## config.mk

```make
export PLATFORM = sky130hd
export DESIGN_NAME = addsub_digit_serial
export DESIGN_NICKNAME = d
export VERILOG_FILES = /design/src/rtl/addsub_pkg.sv /design/src/rtl/rca_digit.sv /design/src/rtl/addsub_digit_serial.sv
export SDC_FILE = /design/constraint.sdc
export NUM_CORES = 1
export LEC_CHECK = 0
export CELL_PAD_IN_SITES_DETAIL_PLACEMENT = 1
export CELL_PAD_IN_SITES_GLOBAL_PLACEMENT = 2
export CORE_MARGIN = 3
export CORE_UTILIZATION = 30
export CTS_CLUSTER_DIAMETER = 80
export DETAILED_ROUTE_END_ITERATION = 12
export PLACE_DENSITY = 0.84
export SLEW_MARGIN = 20
export SYNTH_ARGS = -nofsm -noshare
export SYNTH_HDL_FRONTEND = slang
export SYNTH_SLANG_ARGS = --single-unit
```

## constraint.sdc

```tcl
create_clock -name clk -period 3.6 [get_ports clk]
set_input_delay 0.36 -clock clk [delete_from_list [all_inputs] [get_ports clk]]
set_output_delay 0.36 -clock clk [all_outputs]
set_load 0.005 [all_outputs]
```

## src/rtl/addsub_pkg.sv

```systemverilog
// Shared definitions for the digit-serial adder/subtractor.
//   state_e : FSM encoding (IDLE -> RUN -> DONE -> IDLE)
//   clog2   : ceiling log2, used to size the digit counter
package addsub_pkg;

    typedef enum logic [1:0] {
        ST_IDLE = 2'd0,
        ST_RUN  = 2'd1,
        ST_DONE = 2'd2
    } state_e;

    function automatic int clog2(input int value);
        int result;
        int rem;
        result = 0;
        rem    = value - 1;
        while (rem > 0) begin
            result = result + 1;
            rem    = rem >> 1;
        end
        return result;
    endfunction

endpackage

```

## src/rtl/rca_digit.sv

```systemverilog
// Combinational DIGIT-bit ripple-carry slice built from full adders.
// Ports:
//   a, b  in  DIGIT  addend digits
//   ci    in  1      carry into bit 0
//   s     out DIGIT  digit sum
//   co    out 1      carry out of bit DIGIT-1
//   c_msb out 1      carry into bit DIGIT-1 (for signed overflow)
module rca_digit #(
    parameter int DIGIT = 4
) (
    input  logic [DIGIT-1:0] a,
    input  logic [DIGIT-1:0] b,
    input  logic             ci,
    output logic [DIGIT-1:0] s,
    output logic             co,
    output logic             c_msb
);

    logic [DIGIT:0] c;

    assign c[0] = ci;

    for (genvar gi = 0; gi < DIGIT; gi++) begin : g_fa
        assign s[gi]     = a[gi] ^ b[gi] ^ c[gi];
        assign c[gi + 1] = (a[gi] & b[gi]) | (c[gi] & (a[gi] ^ b[gi]));
    end

    assign co    = c[DIGIT];
    assign c_msb = c[DIGIT-1];

endmodule

```

## src/rtl/addsub_digit_serial.sv

```systemverilog
// Digit-serial adder/subtractor: processes DIGIT bits per clock through one
// ripple-carry slice, so an operation takes NDIG = WIDTH/DIGIT RUN cycles.
// Ports:
//   clk, rst_n           clock (rising edge), asynchronous active-low reset
//   in_valid/in_ready    operand handshake (a, b, cin, sub sampled on accept)
//   out_valid/out_ready  result handshake
//   sum, cout, ovf       result, raw carry out of MSB, signed overflow
module addsub_digit_serial
    import addsub_pkg::*;
#(
    parameter int WIDTH = 16,
    parameter int DIGIT = 4
) (
    input  logic             clk,
    input  logic             rst_n,
    input  logic             in_valid,
    output logic             in_ready,
    input  logic [WIDTH-1:0] a,
    input  logic [WIDTH-1:0] b,
    input  logic             cin,
    input  logic             sub,
    output logic             out_valid,
    input  logic             out_ready,
    output logic [WIDTH-1:0] sum,
    output logic             cout,
    output logic             ovf
);

    localparam int NDIG = WIDTH / DIGIT;
    localparam int CNTW = (NDIG > 1) ? clog2(NDIG) : 1;
    localparam logic [CNTW-1:0] CNT_LAST = CNTW'(NDIG - 1);

    state_e           state_q, state_d;
    logic [CNTW-1:0]  cnt_q, cnt_d;
    logic [WIDTH-1:0] a_sr_q, a_sr_d;
    logic [WIDTH-1:0] b_sr_q, b_sr_d;
    logic             carry_q, carry_d;
    logic [WIDTH-1:0] sum_q, sum_d;
    logic             cout_q, cout_d;
    logic             ovf_q, ovf_d;

    logic [DIGIT-1:0] dig_s;
    logic             dig_co;
    logic             dig_cmsb;
    logic [WIDTH-1:0] a_shift;
    logic [WIDTH-1:0] b_shift;

    rca_digit #(.DIGIT(DIGIT)) u_slice (
        .a     (a_sr_q[DIGIT-1:0]),
        .b     (b_sr_q[DIGIT-1:0]),
        .ci    (carry_q),
        .s     (dig_s),
        .co    (dig_co),
        .c_msb (dig_cmsb)
    );

    // a_sr doubles as the result shift register: as operand digits leave at
    // the bottom, sum digits enter at the top, so after NDIG shifts it holds
    // the complete result. b's vacated top bits are don't-care.
    if (DIGIT < WIDTH) begin : g_shift
        assign a_shift = {dig_s, a_sr_q[WIDTH-1:DIGIT]};
        assign b_shift = {{DIGIT{1'b0}}, b_sr_q[WIDTH-1:DIGIT]};
    end else begin : g_noshift
        assign a_shift = dig_s;
        assign b_shift = '0;
    end

    always_ff @(posedge clk or negedge rst_n) begin
        if (!rst_n) begin
            state_q <= ST_IDLE;
            cnt_q   <= '0;
            a_sr_q  <= '0;
            b_sr_q  <= '0;
            carry_q <= 1'b0;
            sum_q   <= '0;
            cout_q  <= 1'b0;
            ovf_q   <= 1'b0;
        end else begin
            state_q <= state_d;
            cnt_q   <= cnt_d;
            a_sr_q  <= a_sr_d;
            b_sr_q  <= b_sr_d;
            carry_q <= carry_d;
            sum_q   <= sum_d;
            cout_q  <= cout_d;
            ovf_q   <= ovf_d;
        end
    end

    always_comb begin
        state_d   = state_q;
        cnt_d     = cnt_q;
        a_sr_d    = a_sr_q;
        b_sr_d    = b_sr_q;
        carry_d   = carry_q;
        sum_d     = sum_q;
        cout_d    = cout_q;
        ovf_d     = ovf_q;
        in_ready  = 1'b0;
        out_valid = 1'b0;

        case (state_q)
            ST_IDLE: begin
                in_ready = 1'b1;
                if (in_valid) begin
                    // Subtraction is a + ~b + 1; cin is ignored in that mode.
                    a_sr_d  = a;
                    b_sr_d  = b ^ {WIDTH{sub}};
                    carry_d = sub ? 1'b1 : cin;
                    cnt_d   = '0;
                    state_d = ST_RUN;
                end
            end
            ST_RUN: begin
                a_sr_d  = a_shift;
                b_sr_d  = b_shift;
                carry_d = dig_co;
                cnt_d   = cnt_q + CNTW'(1);
                if (cnt_q == CNT_LAST) begin
                    // Outputs only update here so they hold through IDLE/RUN.
                    cnt_d   = '0;
                    sum_d   = a_shift;
                    cout_d  = dig_co;
                    ovf_d   = dig_cmsb ^ dig_co;
                    state_d = ST_DONE;
                end
            end
            ST_DONE: begin
                out_valid = 1'b1;
                if (out_ready) begin
                    state_d = ST_IDLE;
                end
            end
            default: begin
                state_d = ST_IDLE;
            end
        endcase
    end

    assign sum  = sum_q;
    assign cout = cout_q;
    assign ovf  = ovf_q;

endmodule
```

==> results.txt <==
antenna violations before repair -> 0
diodes inserted -> 0
Setup TNS -> 0 ps
Die Ht -> 101 um
leak pwr -> 0.00142 uW
clk slew on worst S/H paths -> 90 ps
Clock Latency Late Sink -> 310 ps
Final Hold Slack -> 80.0 ps
first-pass GRT wire length -> 11,200 um
Post-Synth XOR/XNOR Area -> 0.0546
CTS max path bufs -> 2
nets -> 348
area grow syn2layout -> 26.7%
vias -> 2,048
Initial Utilization -> 0.311
Yosys reg bits -> 55
Compound-Gate Fraction of Synth Area -> 0.200
die area -> 10,300 sq um
Post-DP Area -> 3380 sq um
I/O Buffers -> 57
Max Freq -> 414 MHz
WL final -> 6630 um
clk root buf -> clkbuf_8
Routed Antenna Nets -> 0
Post-DP HPWL -> 4730 um
crit start category -> flip-flop
r2r setup slk -> 1270 ps
status -> completed
MaxCap Viol Count -> 0
Final Skew -> 6.03 ps
Synth Area in Adders -> 0.0339
via/cell ratio -> 4.95
non-filler cells, final -> 414
Mapped Cells -> 255
Mean Syn Cell Area -> 10.7 sq um
H-tree depth -> 2
largest family of logic cells by synthesized area -> compound AO/OA/AOI/OAI gates
FF-to-FF Start -> a_sr_q[0]$_DFFE_PN0P_
max-slew violation count -> 0
first-iteration detailed-routing DRC count -> 55
Core Rows -> 34
VDD IR-drop max -> 0.000235 V
EDFF count, synth -> 0
Final Hold Fails -> 0
Tcrit/Tclk final -> 0.672
Post-CTS Repair Setup Buffers -> 0
final instance area -> 3460 sq um
register area share after synthesis -> 0.505
vias in the first global route -> 2,204
worst hold path type -> in -> async
Die W -> 101 um
post_cts resized -> 0
Critical path origin -> state_q[1]$_DFFE_PN0P_
GRT Overall Usage -> 0.138
Worst EP required -> 3240 ps
Rel. slew slack -> 0.293
largest net degree at the start of global routing -> 35
CP Data Arrival Time -> 2060 ps
I/O pin cnt -> 58
Synth cell types -> 31
CTS tree -> yes
top_reg_cell synth -> dfrtp_1
pwr dens -> 774 nW/um^2
placed insts -> 406
setup ws final -> 1180 ps
CTS Sinks -> 55
TritonRoute pass-1 iters -> 4
number of buffers created by CTS -> 5
hold-fix buffer count after cts -> 0
DRC Markers -> 0
Async SR Flop Fraction -> 1.00
Placeable Area -> 8760 sq um
crit path capture type -> output pin
Crit Path Class -> reg -> out
RSZ-0062 raised after global routing -> no
Least-Margin Pin Slew -> 1060 ps
Syn Nets -> 298
multiplexer area fraction after synthesis -> 0.0615
yosys warns -> 0
Final min period -> 2420 ps
DR WL/cell -> 16.0 um
grt total ovfl -> 0
mapped cell area -> 2730 sq um
Simple-Gate Fraction of Synth Area -> 0.0950
routability cong. -> 0.727
final setup violation count -> 0
critical path fanouts, max -> 22
ratio of cells with drive above 1 in the final layout -> 0.111
Placement Setup Slack -> 1300 ps
power by group:
part | internal [uW] | switching, uW
logic | 653 | 583
clock network | 137 | 196
registers | 897 | 210
total | 1690 | 989
cell usage after synthesis, types with 2 or more instances:
cell / number / share of area
dfrtp_1: 55 / 0.50
nand2_1: 28 / 0.039
o21ai_0: 21 / 0.039
a22oi_1: 17 / 0.047
nor2b_1: 17 / 0.039
a21oi_1: 16 / 0.029
xnor2_1: 16 / 0.051
mux2_2: 14 / 0.058
clkbuf_1: 10 / 0.014
buf_2: 9 / 0.017
inv_1: 9 / 0.012
nor2_1: 5 / 0.0069
o221ai_1: 5 / 0.016
a2bb2oi_1: 4 / 0.013
fa_1: 4 / 0.029
o21ai_1: 4 / 0.0073
o211ai_2: 3 / 0.014
o221ai_2: 3 / 0.017
buf_6: 2 / 0.0083
nand2b_1: 2 / 0.0046
cells in the final DEF, fill, tap and decap left out, types with 7 or more instances in the layout:
master,synthesis,final
clkdlybuf4s50_1,0,56
dfrtp_1,55,55
nand2_1,28,28
o21ai_0,21,21
nor2b_1,17,17
a22oi_1,17,17
a21oi_1,16,16
xnor2_1,16,16
mux2_2,14,14
inv_1,9,9
buf_4,0,7
registers in the layout, indices dropped and copies added, names as in the netlist:
name and flops:
b_sr_q 16, state_q 2, ovf 1, carry_q 1, cnt_q 2, sum 16, a_sr_q 16, cout 1
layer usage:
layer	wire [um]	GRT usage	up-vias
li1	-	-	985
met1	2950	0.181	1006
met2	3280	0.232	52
met3	339	0.0310	5
met4	59	0.0307	0
met5	0	0	-
cell families after synthesis:
logic type,after synthesis
XOR/XNOR,17
AO/OA/AOI/OAI,79
multiplexers,15
buffers and inverters,30
flip-flops,55
adder cells (fa/ha/maj),5
AND/OR/NAND/NOR,54
worst paths after layout:
kind                            cells after the start                     end
max in group asynchronous                           2   b_sr_q[2]$_DFFE_PN0P_
worst min-delay path                                1   a_sr_q[8]$_DFFE_PN0P_
worst max register to register                      9  a_sr_q[15]$_DFFE_PN0P_
min in group clk                                    2     sum[13]$_DFFE_PN0P_
worst min register to register                      2     sum[13]$_DFFE_PN0P_
worst max-delay path                                4               out_valid
critical path, cell delays in order, from the launching register on:
cell and delay, ps:
dfrtp_1 710, buf_4 380, nand2b_1 110, inv_1 60
clkdlybuf4s50_1 490
stage by stage:
step / total power (uW) / util
floorplan: 1880 / -
global placement: 2330 / 0.385
detailed placement: 2380 / 0.385
CTS: 2720 / 0.394
global route: 2930 / 0.394
finish: 2680 / 0.394
area by class of cell:
cell class | instances | area (sq um)
Multi-Input combinational cell | 170 | 1210
Clock inverter | 1 | 5.00
Tap cell | 108 | 135
Timing Repair Buffer | 64 | 618
Clock buffer | 7 | 76.3
Fill cell | 1003 | 5310
Inverter | 9 | 33.8
Sequential cell | 55 | 1380
Note: power is estimated with default switching activity, not from simulation.
